$ cat src/rtl/qspi_memwb_prefetch_pkg.sv
// Shared xspi definitions: memory Wishbone default widths and prefetch FSM states.
package qspi_memwb_prefetch_pkg;

   localparam int unsigned XspiAddrBits = 26;
   localparam int unsigned XspiDataBits = 16;
   localparam int unsigned XspiDepth    = 4;

   typedef enum logic [1:0] {
      StIdle  = 2'd0,
      StFetch = 2'd1,
      StDrain = 2'd2
   } pf_state_e;

endpackage

$ cat src/rtl/wb_prefetch_fifo.sv
// Prefetch word FIFO: DEPTH x DATABITS registered storage, combinational head read.
module wb_prefetch_fifo #(
   parameter int unsigned DEPTH    = 4,
   parameter int unsigned DATABITS = 16
) (
   input  logic                       clk_i,
   input  logic                       rst_i,
   input  logic                       flush_i,
   input  logic                       push_i,
   input  logic                       pop_i,
   input  logic [DATABITS-1:0]        dat_i,
   output logic [DATABITS-1:0]        dat_o,
   output logic [$clog2(DEPTH):0]     count_o
);

   localparam int unsigned AW = $clog2(DEPTH);
   localparam int unsigned CW = AW + 1;

   logic [DATABITS-1:0] mem_q [DEPTH];
   logic [AW-1:0]       wr_q, wr_d, rd_q, rd_d;
   logic [CW-1:0]       cnt_q, cnt_d;
   logic                do_push, do_pop;

   always_comb begin
      do_pop  = !flush_i && pop_i && (cnt_q != '0);
      // A full FIFO still accepts a push when the head leaves in the same cycle
      do_push = !flush_i && push_i && ((cnt_q != CW'(DEPTH)) || do_pop);
      wr_d    = wr_q + AW'(do_push);
      rd_d    = rd_q + AW'(do_pop);
      cnt_d   = cnt_q + CW'(do_push) - CW'(do_pop);
      if (flush_i) begin
         wr_d  = '0;
         rd_d  = '0;
         cnt_d = '0;
      end
   end

   always_ff @(posedge clk_i or posedge rst_i) begin
      if (rst_i) begin
         wr_q  <= '0;
         rd_q  <= '0;
         cnt_q <= '0;
      end else begin
         wr_q  <= wr_d;
         rd_q  <= rd_d;
         cnt_q <= cnt_d;
      end
   end

   always_ff @(posedge clk_i) begin
      if (do_push) begin
         mem_q[wr_q] <= dat_i;
      end
   end

   assign dat_o   = mem_q[rd_q];
   assign count_o = cnt_q;

endmodule

$ cat src/rtl/qspi_memwb_prefetch.sv
// Read-prefetch engine: credit-limited pipelined Wishbone B4 burst into a small FIFO.
module qspi_memwb_prefetch
   import qspi_memwb_prefetch_pkg::*;
#(
   parameter int unsigned ADDRBITS = XspiAddrBits,
   parameter int unsigned DATABITS = XspiDataBits,
   parameter int unsigned DEPTH    = XspiDepth
) (
   input  logic                clk_i,
   input  logic                rst_i,
   input  logic                start_i,
   input  logic [ADDRBITS-1:0] start_adr_i,
   input  logic                abort_i,
   input  logic                rd_req_i,
   output logic [DATABITS-1:0] rd_dat_o,
   output logic                rd_valid_o,
   output logic                rd_err_o,
   output logic                busy_o,
   output logic                memwb_cyc_o,
   output logic                memwb_stb_o,
   output logic                memwb_we_o,
   output logic [ADDRBITS-1:0] memwb_adr_o,
   input  logic                memwb_ack_i,
   input  logic                memwb_err_i,
   input  logic                memwb_stall_i,
   input  logic [DATABITS-1:0] memwb_dat_i
);

   localparam int unsigned CntW = $clog2(DEPTH) + 1;
   localparam logic [CntW:0] DepthSum = (CntW + 1)'(DEPTH);

   pf_state_e           st_q, st_d;
   logic [ADDRBITS-1:0] adr_q, adr_d;
   logic [CntW-1:0]     outst_q, outst_d;
   logic [CntW-1:0]     fifo_cnt, cnt_nxt;
   logic                err_q, err_d, cyc_q, cyc_d, stb_q, stb_d;
   logic                push, pop, flush, accept, resp_ok;

   always_comb begin
      st_d    = st_q;
      adr_d   = adr_q;
      err_d   = err_q;
      push    = 1'b0;
      flush   = 1'b0;
      accept  = stb_q && !memwb_stall_i;
      // Stray responses with nothing outstanding are dropped, so the counter never underflows
      resp_ok = (memwb_ack_i || memwb_err_i) && (outst_q != '0);
      pop     = rd_req_i && (fifo_cnt != '0);
      outst_d = outst_q + CntW'(accept) - CntW'(resp_ok);
      if (accept) begin
         adr_d = adr_q + ADDRBITS'(1);
      end

      unique case (st_q)
         StIdle: begin
            if (abort_i) begin
               flush = 1'b1;
            end else if (start_i) begin
               flush = 1'b1;
               adr_d = start_adr_i;
               err_d = 1'b0;
               st_d  = StFetch;
            end
         end
         StFetch: begin
            if (abort_i) begin
               flush = 1'b1;
               st_d  = (outst_d != '0) ? StDrain : StIdle;
            end else if (memwb_err_i && resp_ok) begin
               err_d = 1'b1;
               st_d  = StDrain;
            end else if (memwb_ack_i && resp_ok) begin
               push = 1'b1;
            end
         end
         StDrain: begin
            if (outst_d == '0) begin
               st_d = StIdle;
            end
         end
         default: st_d = StIdle;
      endcase

      cnt_nxt = flush ? '0 : (fifo_cnt + CntW'(push) - CntW'(pop));
      cyc_d   = (st_d != StIdle);
      // Credit rule: never request more than the FIFO can still absorb
      stb_d   = (st_d == StFetch) && (({1'b0, cnt_nxt} + {1'b0, outst_d}) < DepthSum);
   end

   always_ff @(posedge clk_i or posedge rst_i) begin
      if (rst_i) begin
         st_q    <= StIdle;
         adr_q   <= '0;
         outst_q <= '0;
         err_q   <= 1'b0;
         cyc_q   <= 1'b0;
         stb_q   <= 1'b0;
      end else begin
         st_q    <= st_d;
         adr_q   <= adr_d;
         outst_q <= outst_d;
         err_q   <= err_d;
         cyc_q   <= cyc_d;
         stb_q   <= stb_d;
      end
   end

   wb_prefetch_fifo #(
      .DEPTH    (DEPTH),
      .DATABITS (DATABITS)
   ) u_fifo (
      .clk_i   (clk_i),
      .rst_i   (rst_i),
      .flush_i (flush),
      .push_i  (push),
      .pop_i   (pop),
      .dat_i   (memwb_dat_i),
      .dat_o   (rd_dat_o),
      .count_o (fifo_cnt)
   );

   assign rd_valid_o  = (fifo_cnt != '0);
   assign rd_err_o    = err_q;
   assign busy_o      = (st_q != StIdle);
   assign memwb_cyc_o = cyc_q;
   assign memwb_stb_o = stb_q;
   assign memwb_we_o  = 1'b0;
   assign memwb_adr_o = adr_q;

endmodule

$ cat config.mk
export PLATFORM = sky130hd
export DESIGN_NAME = qspi_memwb_prefetch
export DESIGN_NICKNAME = d
export VERILOG_FILES = /design/src/rtl/qspi_memwb_prefetch_pkg.sv /design/src/rtl/wb_prefetch_fifo.sv /design/src/rtl/qspi_memwb_prefetch.sv
export SDC_FILE = /design/constraint.sdc
export NUM_CORES = 1
export LEC_CHECK = 0
export BUFFER_PORTS_ARGS = -buffer_cell sky130_fd_sc_hd__buf_2
export CAP_MARGIN = 20
export CORE_ASPECT_RATIO = 0.75
export CORE_MARGIN = 8
export CORE_UTILIZATION = 42
export DETAILED_ROUTE_END_ITERATION = 8
export SKIP_LAST_GASP = 1
export SLEW_MARGIN = 20
export SYNTH_ARGS = -nofsm -noshare
export SYNTH_HDL_FRONTEND = slang
export SYNTH_SLANG_ARGS = --single-unit
$ cat constraint.sdc
create_clock -name clk_i -period 4.06 [get_ports clk_i]
set_input_delay 0.812 -clock clk_i [delete_from_list [all_inputs] [get_ports clk_i]]
set_output_delay 0.812 -clock clk_i [all_outputs]
set_load 0.01 [all_outputs]
==> results of run 1 <==
==> state kept, by name, indices dropped and copies added, names as in the netlist <==
name,count
memwb_stb_o,1
outst_q,3
u_fifo.mem_q,64
u_fifo.rd_q,2
memwb_adr_o,26
st_q,2
memwb_cyc_o,1
rd_err_o,1
u_fifo.wr_q,2
u_fifo.count_o,3
==> cell usage after synthesis (2+ instances only) <==
master | number | area [µm²]
ha_1 | 11 | 137.6
or2_2 | 2 | 12.51
fa_1 | 3 | 60.06
nand4_1 | 8 | 50.05
edfxtp_1 | 64 | 1922
or3_1 | 4 | 25.02
and3_1 | 4 | 25.02
nor4_1 | 4 | 25.02
nor3_1 | 6 | 30.03
nor2_1 | 20 | 75.07
nand2_1 | 31 | 116.4
a31o_2 | 3 | 26.28
or4_1 | 8 | 60.06
mux4_2 | 16 | 360.4
nor2b_1 | 7 | 43.79
or4b_1 | 2 | 20.02
o31ai_1 | 7 | 52.55
nand2b_1 | 2 | 12.51
buf_1 | 2 | 7.510
o21ai_0 | 13 | 65.06
xnor2_1 | 11 | 96.34
xor2_1 | 5 | 43.79
inv_1 | 17 | 63.81
a31oi_1 | 9 | 56.30
nand3_1 | 12 | 60.06
and4_1 | 4 | 35.03
a21oi_1 | 5 | 25.02
buf_4 | 2 | 15.01
nor3b_1 | 3 | 22.52
and2_1 | 2 | 12.51
dfrtp_1 | 41 | 1026
a211o_1 | 2 | 17.52
clkbuf_1 | 10 | 37.54
==> layer usage <==
layer	track usage (%)	wire length (µm)	vias to the layer above
met1	18.59	4884	1590
met4	4.450	99	0
met2	22.14	4944	78
li1	-	-	1531
met3	3.829	493	8
met5	0	0	-
==> through the flow <==
| step | hold WS, ps | utilization [%] | worst slack, ps | cells | total power [W] |
|---|---|---|---|---|---|
| 6_report | 562.2 | 52.49 | 969.4 | 600 | 0.003450 |
| 5_1_grt | 597.6 | 52.49 | 811.1 | 600 | 0.003665 |
| 4_1_cts | 556.1 | 52.49 | 969.6 | 600 | 0.003496 |
| 3_5_place_dp | 541.1 | 49.46 | 658.5 | 584 | 0.002532 |
| 3_3_place_gp | 536.8 | 49.46 | 741.4 | 584 | 0.002510 |
| 2_1_floorplan | 511.6 | - | 826.3 | 355 | 0.002146 |
==> cell type report <==
class / instances / area (µm²) / share of cell area (%)
Clock buffer: 9 / 225.2 / 3.892
Timing Repair Buffer: 104 / 540.5 / 9.341
Tap cell: 140 / 175.2 / 3.027
Inverter: 17 / 63.81 / 1.103
Sequential cell: 105 / 2948 / 50.94
Clock inverter: 7 / 108.9 / 1.881
Multi-Input combinational cell: 218 / 1725 / 29.82
==> cells by family (layout without fill, tap and decap cells) <==
group                    count (synthesis)  after routing  share of synthesized area [%]
adder cells (fa/ha/maj)                 14             14                          4.137
multiplexers                            17             17                          7.751
AND/OR/NAND/NOR                        125            125                          14.32
other                                    1              1                        0.07848
buffers and inverters                   32            137                          2.697
flip-flops                             105            105                          61.69
XOR/XNOR                                17             17                          3.404
AO/OA/AOI/OAI                           44             44                          5.918
==> how the worst min path moves through the flow <==
stage	slack, ps	to
floorplan	510	outst_q[0]
global placement	540	rd_err_o
detailed placement	540	rd_err_o
CTS	560	rd_err_o
global route	600	outst_q[0]
finish	560	rd_err_o
==> power by group through the flow <==
| stage | Clock (W) | Combinational [W] | Sequential [W] |
|---|---|---|---|
| 2_1_floorplan | 0 | 0.000591 | 0.00156 |
| 3_3_place_gp | 0 | 0.000964 | 0.00155 |
| 3_5_place_dp | 0 | 0.000983 | 0.00155 |
| 4_1_cts | 0.000982 | 0.000985 | 0.00153 |
| 5_1_grt | 0.00102 | 0.00108 | 0.00157 |
| 6_report | 0.000953 | 0.000965 | 0.00153 |
==> worst max-delay path, cell delays in order, from the launching register on <==
cell,delay [ps]
dfrtp_1,400
or3_1,430
o21a_1,140
ha_1,280
inv_1,40
ha_1,180
fa_1,380
xnor3_1,230
nor3_1,300
nor3b_1,110
or3b_2,470
==> impl_metrics.py, run 1 <==
metrics = {
    "cells_and_area": {
        "antennaDiodeCount": 0,
        "final_area_um2": 5787,
        "drive_above_1_share_pct": 31.74,
        "fill_cells": 961,
        "syn2layout_area_growth_pct": 21.10,
        "nNetsFinal": 519,
        "layout_commonest_cell": "buf_2",
        "mostFrequentLayoutCells": "96 x buf_2, 64 x edfxtp_1, 41 x dfrtp_1, 31 x nand2_1, 20 x nor2_1",
    },
    "global_route": {
        "antenna_found_initial": 0,
        "grt.overflow.total": 0,
        "grt_pass1_vias": 3239,
        "grt_util_all_layers_pct": 14.00,
        "grt_start_max_net_pins": 23,
        "grt_pass1_wl_um": 16870,
    },
    "power": {
        "p_per_area_nw_per_um2": 596.2,
        "combPwrFrac_pct": 28.0,
        "p_seq_share_pct": 44.4,
        "p_switching_w": 0.001129,
        "clkPwrFrac_pct": 27.6,
        "p_int_w": 0.002321,
        "p_sw_share_pct": 32.71,
        "leakagePower_nw": 2.329,
        "peakVddDrop_v": 0.0002739,
    },
    "sta": {
        "worst_pin_slew_ps": 1111,
        "grt_setup_unrepaired": "no",
        "drv_slew": 0,
        "finalCritPeriodShare_pct": 76.12,
        "timing.fmax_mhz": 323.6,
        "finClkSkew_ps": 10.97,
        "setup_tns_ps": 0,
        "finalSetupViolCount": 0,
        "finalHoldViolCount": 0,
        "maxSlewHeadroom_pct": 25.26,
        "fin_crit_ps": 3091,
    },
    "cts": {
        "h-tree-depth": 3,
        "cts_setup_buffers": 0,
        "clock-root-buffer": "clkbuf_16",
        "post_cts_resized": 0,
        "cts_made_buffers": 9,
        "ctsHoldBuffers": 0,
        "clk_pin_slew_ps": 70,
        "clock_latency_ps": 340,
        "cts.sinks": 105,
        "clockBufferDepth": 2,
        "cts_tree": "yes",
    },
    "yosys": {
        "syn_area_um2": 4778,
        "synth.distinct_cells": 48,
        "async_reset_ff_share_pct": 39.05,
        "ys_ff_latch": 105,
        "yosys_warnings": 0,
        "yosysSeqAreaShare_pct": 61.69,
        "synth_edf_count": 64,
        "synthCells": 355,
        "syn_avg_cell_area_um2": 13.46,
        "yosys_most_used_dff": "edfxtp_1",
        "syn-num-nets": 419,
    },
    "floorplan": {
        "die_area_um2": 15080,
        "start_util_pct": 43.34,
        "rows": 33,
        "core_um2": 11020,
        "ios": 98,
        "die_h_um": 108.4,
        "die_w_um": 139.2,
    },
    "routing": {
        "vias_per_cell": 5.345,
        "totalWireLength_um": 10420,
        "vias": 3207,
        "drtIter0Drc": 265,
        "route.detailed.drc": 0,
        "antenna_left": 0,
        "wire_per_inst_um": 17.37,
        "dr.pass1.iters": 4,
    },
    "critical_path": {
        "start_kind": "flop",
        "r2r-start": "outst_q[1]",
        "arrival_ps": 3310,
        "reg2reg_setup_slack_ps": 970,
        "end_kind": "flop",
        "cp_data_required_time_ps": 4280,
        "r2r_cells": 10,
        "critPathLaunch": "outst_q[1]",
        "rr_endpoint": "memwb_cyc_o",
        "crit_end": "memwb_cyc_o",
        "crit_type": "flop to flop",
        "worstPathMaxFanout": 5,
    },
    "place": {
        "place_area_um2": 5453,
        "hpwl_um": 7688,
        "gp_congestion": 0.8159,
        "io_buffers": 96,
    },
    "run": {
        "maxCapViolCount": 0,
    },
    "worst_hold_path": {
        "min_from": "rd_err_o",
        "worstHoldPathCells": 2,
        "hp-class": "flop to flop",
    },
    "status": {
        "status": "finished clean",
    },
}
No activity file was read; power rests on OpenSTA's default activity.
==> run 2, diff against run 1 <==
Clock period 4.06 ns to 3.1 ns, I/O delays scaled along.
==> run 2 against run 1 <==
Compared with the run above:
- cell count rose by 1.0%
- clock skew fell by 3.6 ps
- maximum frequency rose by 6.1%
- critical endpoint unchanged
- final area rose by 0.35%
- global-route usage rose by 0.51 points
- die area did not move
- sequential share of layout area fell by 0.18 points
- total power rose by 28%
- count of clock-buffer cells in the layout did not move
- wire length rose by 2.1%
- largest power group unchanged
- via count rose by 1.9%
==> impl_metrics.py, run 2 (synthesized netlist as in run 1, its figures left out) <==
metrics = {
    "floorplan": {
        "start_util_pct": 43.34,
        "rows": 33,
        "die_area_um2": 15080,
        "die_w_um": 139.2,
        "core_um2": 11020,
        "ios": 98,
        "die_h_um": 108.4,
    },
    "critical_path": {
        "arrival_ps": 3130,
        "cp_data_required_time_ps": 3320,
        "r2r_cells": 10,
        "crit_type": "flop to flop",
        "crit_end": "memwb_cyc_o",
        "start_kind": "flop",
        "crit_top_cell": "ha_1",
        "rr_endpoint": "memwb_cyc_o",
        "worstPathCellList": "or3_1, o21a_1, ha_1, inv_1, ha_1, fa_1, xnor3_1, nor3_2, nor3b_1, or3b_2",
        "end_kind": "flop",
        "max_stage_delay_ps": 480,
        "critPathLaunch": "outst_q[1]",
        "r2r-start": "outst_q[1]",
        "reg2reg_setup_slack_ps": 190,
        "worstPathMaxFanout": 3,
        "slowest_stage": "or3b_2",
    },
    "place": {
        "gp_congestion": 0.7862,
        "io_buffers": 96,
        "place_inst": 590,
        "hpwl_um": 7808,
        "place_ws_ps": 15.95,
    },
    "cts": {
        "post_cts_resized": 0,
        "ctsHoldBuffers": 0,
        "clockBufferDepth": 2,
        "clock_latency_ps": 340,
        "cts_tree": "yes",
        "cts.sinks": 105,
        "cts_made_buffers": 9,
        "clk_pin_slew_ps": 80,
        "clock-root-buffer": "clkbuf_16",
        "h-tree-depth": 3,
        "cts_setup_buffers": 0,
    },
    "sta": {
        "finalHoldViolCount": 0,
        "finClkSkew_ps": 7.319,
        "setup_tns_ps": 0,
        "fin_crit_ps": 2912,
        "finalSetupViolCount": 0,
        "finalCritPeriodShare_pct": 93.92,
        "worst_pin_slew_ps": 752.6,
        "timing.fmax_mhz": 343.4,
        "fin_ws_ps": 188.3,
        "grt_setup_unrepaired": "no",
        "maxSlewHeadroom_pct": 49.82,
        "drv_slew": 0,
    },
    "routing": {
        "route.detailed.drc": 0,
        "vias_per_cell": 5.394,
        "antenna_left": 0,
        "vias": 3269,
        "wire_per_inst_um": 17.57,
        "drtIter0Drc": 215,
        "dr.pass1.iters": 4,
        "totalWireLength_um": 10650,
    },
    "power": {
        "peakVddDrop_v": 0.0003969,
        "p_per_area_nw_per_um2": 763.4,
        "leakagePower_nw": 2.347,
        "finalPower_w": 0.004433,
    },
    "cells_and_area": {
        "largest_reg_flops": 64,
        "final_cells": 606,
        "syn2layout_area_growth_pct": 21.52,
        "drive_above_1_share_pct": 32.83,
        "nNetsFinal": 525,
        "mostFrequentLayoutCells": "96 x buf_2, 64 x edfxtp_1, 41 x dfrtp_1, 31 x nand2_1, 20 x nor2_1",
        "antennaDiodeCount": 0,
        "largest_register": "u_fifo.mem_q",
        "layout_commonest_cell": "buf_2",
    },
    "run": {
        "maxCapViolCount": 0,
    },
    "global_route": {
        "globalRouteMet2Util_pct": 23.72,
        "top_usage_layer": "met2",
        "use_met1_pct": 19.11,
        "grtUsageMet3_pct": 3.741,
        "grt_start_max_net_pins": 38,
        "grt_pass1_vias": 3292,
        "grt_util_all_layers_pct": 14.51,
        "grt_pass1_wl_um": 17260,
        "grt.overflow.total": 0,
        "antenna_found_initial": 0,
    },
    "status": {
        "status": "finished clean",
    },
    "worst_hold_path": {
        "hp-class": "input pin to async pin",
    },
}
## run 2: layout make-up
type | count | area (µm²)
Fill cell | 958 | 5218
Sequential cell | 105 | 2948
Multi-Input combinational cell | 218 | 1730
Timing Repair Buffer | 110 | 585.6
Clock buffer | 9 | 225.2
Tap cell | 140 | 175.2
Clock inverter | 7 | 78.83
Inverter | 17 | 63.81
## run 2: how the worst min path moves through the flow
stage,slack (ps),start,depth (start not counted),endpoint
detailed placement,530,rd_err_o,2,rd_err_o
CTS,410,rst_i,2,rd_err_o
global route,450,rst_i,2,rd_err_o
global placement,520,rd_err_o,2,rd_err_o
finish,390,rst_i,2,rd_err_o
floorplan,510,outst_q[0],1,outst_q[0]
## run 2: metrics by stage
step                      hold WS, ps  instance area (µm²)  util, %
after floorplan                 511.6                 4778        -
final                           389.4                 5807    52.67
after global placement          519.0                 5498    49.87
after global routing            445.8                 5807    52.67
after CTS                       408.8                 5802    52.63
after detailed placement        527.1                 5498    49.87
## run 2: report_power, final
group | total [W] | leakage [nW] | switching, W | internal [W]
logic | 0.00129 | 1.11 | 0.000677 | 0.000618
clock network | 0.00113 | 0.151 | 0.000553 | 0.000579
registers | 0.00201 | 1.08 | 0.000296 | 0.00171
total | 0.00443 | 2.35 | 0.00153 | 0.00291
## run 2: worst max-delay path: cells and delay by family, from the launching register on
family,cells,cell delay [ps]
adders and majority gates,3,830
AOI/OAI and AO/OA,1,120
DFF,1,420
buffers and inverters,1,40
xor gates and xnor gates,1,240
and+or+nand+nor,4,1140
## run 2: layer usage
metal / vias to the layer above / share of wire, %
li1: 1546 / -
met1: 1637 / 46
met2: 82 / 49
met3: 4 / 4.3
met4: 0 / 0.58
met5: - / 0
==> run 3, diff against run 2 <==
Settings changed: BUFFER_PORTS_ARGS -buffer_cell sky130_fd_sc_hd__buf_2 to -buffer_cell sky130_fd_sc_hd__buf_4, CORE_MARGIN 8 to 1.5.
==> run 3 against run 2 <==
Compared with the run above:
- via count is 1.4% lower
- clock skew about the same
- cell count is the same
- highest routed layer unchanged
==> impl_metrics.py, run 3 (synthesized netlist as in run 1, its figures left out) <==
metrics = {
    "critical_path": {
        "crit_top_cell": "ha_1",
        "slowest_stage": "or3b_2",
        "cp_top_family": "simple AND/OR/NAND/NOR gates",
        "r2r-start": "outst_q[1]",
        "worstPathMaxFanout": 3,
        "crit_type": "flop to flop",
        "critPathLaunch": "outst_q[1]",
        "cp_data_required_time_ps": 3320,
        "worstPathCellList": "or3_1, o21a_1, ha_1, inv_1, ha_1, fa_1, xnor3_1, nor3_2, nor3b_1, or3b_2",
        "arrival_ps": 3140,
        "start_kind": "flop",
        "path_buf_inv": 1,
        "max_stage_delay_ps": 480,
        "end_kind": "flop",
    },
    "global_route": {
        "grt_start_max_net_pins": 38,
        "grt_pass1_vias": 3116,
        "grt_util_all_layers_pct": 17.72,
        "antenna_found_initial": 0,
        "grt_pass1_wl_um": 16100,
        "grt.overflow.total": 0,
    },
    "cts": {
        "cts.sinks": 105,
        "clock_latency_ps": 350,
        "h-tree-depth": 3,
        "post_cts_resized": 0,
        "clock-root-buffer": "clkbuf_16",
        "ctsHoldBuffers": 0,
        "cts_made_buffers": 9,
        "clk_pin_slew_ps": 70,
        "cts_tree": "yes",
        "clockBufferDepth": 2,
        "cts_setup_buffers": 0,
    },
    "cells_and_area": {
        "largest_register": "u_fifo.mem_q",
        "multi_input_area_um2": 1730,
        "drive_above_1_share_pct": 32.83,
        "layout_commonest_cell": "buf_4",
        "largest_reg_flops": 64,
        "final_area_um2": 6067,
        "fill_cells": 925,
        "nNetsFinal": 525,
        "syn2layout_area_growth_pct": 26.97,
        "seqCellArea_um2": 2948,
        "mostFrequentLayoutCells": "109 x buf_4, 64 x edfxtp_1, 41 x dfrtp_1, 31 x nand2_1, 20 x nor2_1",
        "antennaDiodeCount": 0,
    },
    "sta": {
        "finalHoldViolCount": 0,
        "fin_crit_ps": 2920,
        "grt_setup_unrepaired": "no",
        "timing.fmax_mhz": 342.5,
        "maxSlewHeadroom_pct": 47.29,
        "worst_pin_slew_ps": 790.6,
        "drv_slew": 0,
        "setup_tns_ps": 0,
        "finalCritPeriodShare_pct": 94.19,
        "finClkSkew_ps": 7.531,
        "finalSetupViolCount": 0,
    },
    "floorplan": {
        "die_area_um2": 12030,
        "die_h_um": 95.37,
        "die_w_um": 126.2,
        "core_um2": 11020,
        "ios": 98,
        "rows": 33,
        "start_util_pct": 43.34,
    },
    "power": {
        "peakVddDrop_v": 0.0004810,
        "leakagePower_nw": 2.426,
        "p_per_area_nw_per_um2": 760.9,
    },
    "routing": {
        "dr.pass1.iters": 7,
        "route.detailed.drc": 0,
        "drtIter0Drc": 217,
        "wire_per_inst_um": 16.45,
        "totalWireLength_um": 9971,
        "vias_per_cell": 5.320,
        "vias": 3224,
        "antenna_left": 0,
    },
    "status": {
        "status": "finished clean",
    },
    "worst_hold_path": {
        "hp-class": "input pin to async pin",
    },
    "place": {
        "io_buffers": 96,
        "gp_congestion": 0.7467,
        "hpwl_um": 7051,
        "place_area_um2": 5751,
    },
    "run": {
        "maxCapViolCount": 0,
    },
}
run 3: cell type report:
cell class / instances / share of cell area, %
clock buffer: 9 / 3.712
clock inverter: 7 / 1.423
inverter: 17 / 1.052
multi-input combinational: 218 / 28.52
sequential: 105 / 48.59
tap: 140 / 2.887
timing repair buffer: 110 / 13.82
run 3: layer usage:
layer / up-vias / GRT usage, % / wire length, µm
met3: 6 / 3.928 / 437
met1: 1599 / 25.13 / 4750
met5: - / 0 / 0
met2: 77 / 27.38 / 4719
met4: 0 / 6.034 / 63
li1: 1542 / - / -
run 3: worst paths after layout:
path | endpoint | slack [ps] | cells after the start
worst max-delay path | memwb_cyc_o | 180 | 10
worst min-delay path | rd_err_o | 400 | 2
worst max register to register | memwb_cyc_o | 180 | 10
worst min register to register | rd_err_o | 560 | 2
max in group asynchronous | memwb_adr_o[23] | 1990 | 3
min in group clk_i | u_fifo.mem_q[1][5] | 470 | 1
run 3: stage by stage:
step	setup WS (ps)	total power, W	instances	hold WS, ps	utilization, %
after floorplan	58.29	0.002811	355	511.6	-
after global routing	88.18	0.004889	606	459.1	55.03
after global placement	104.3	0.003430	590	531.3	52.16
final	180.3	0.004616	606	402.3	55.03
after detailed placement	12.85	0.003467	590	545.0	52.16
after CTS	68.98	0.004644	606	423.2	54.99
run 3: where the power goes:
group / switching [W] / internal (W) / total [W] / leakage (nW)
Sequential: 0.000318 / 0.00171 / 0.00203 / 1.08
Clock: 0.000526 / 0.000643 / 0.00117 / 0.150
Combinational: 0.000663 / 0.000755 / 0.00142 / 1.19
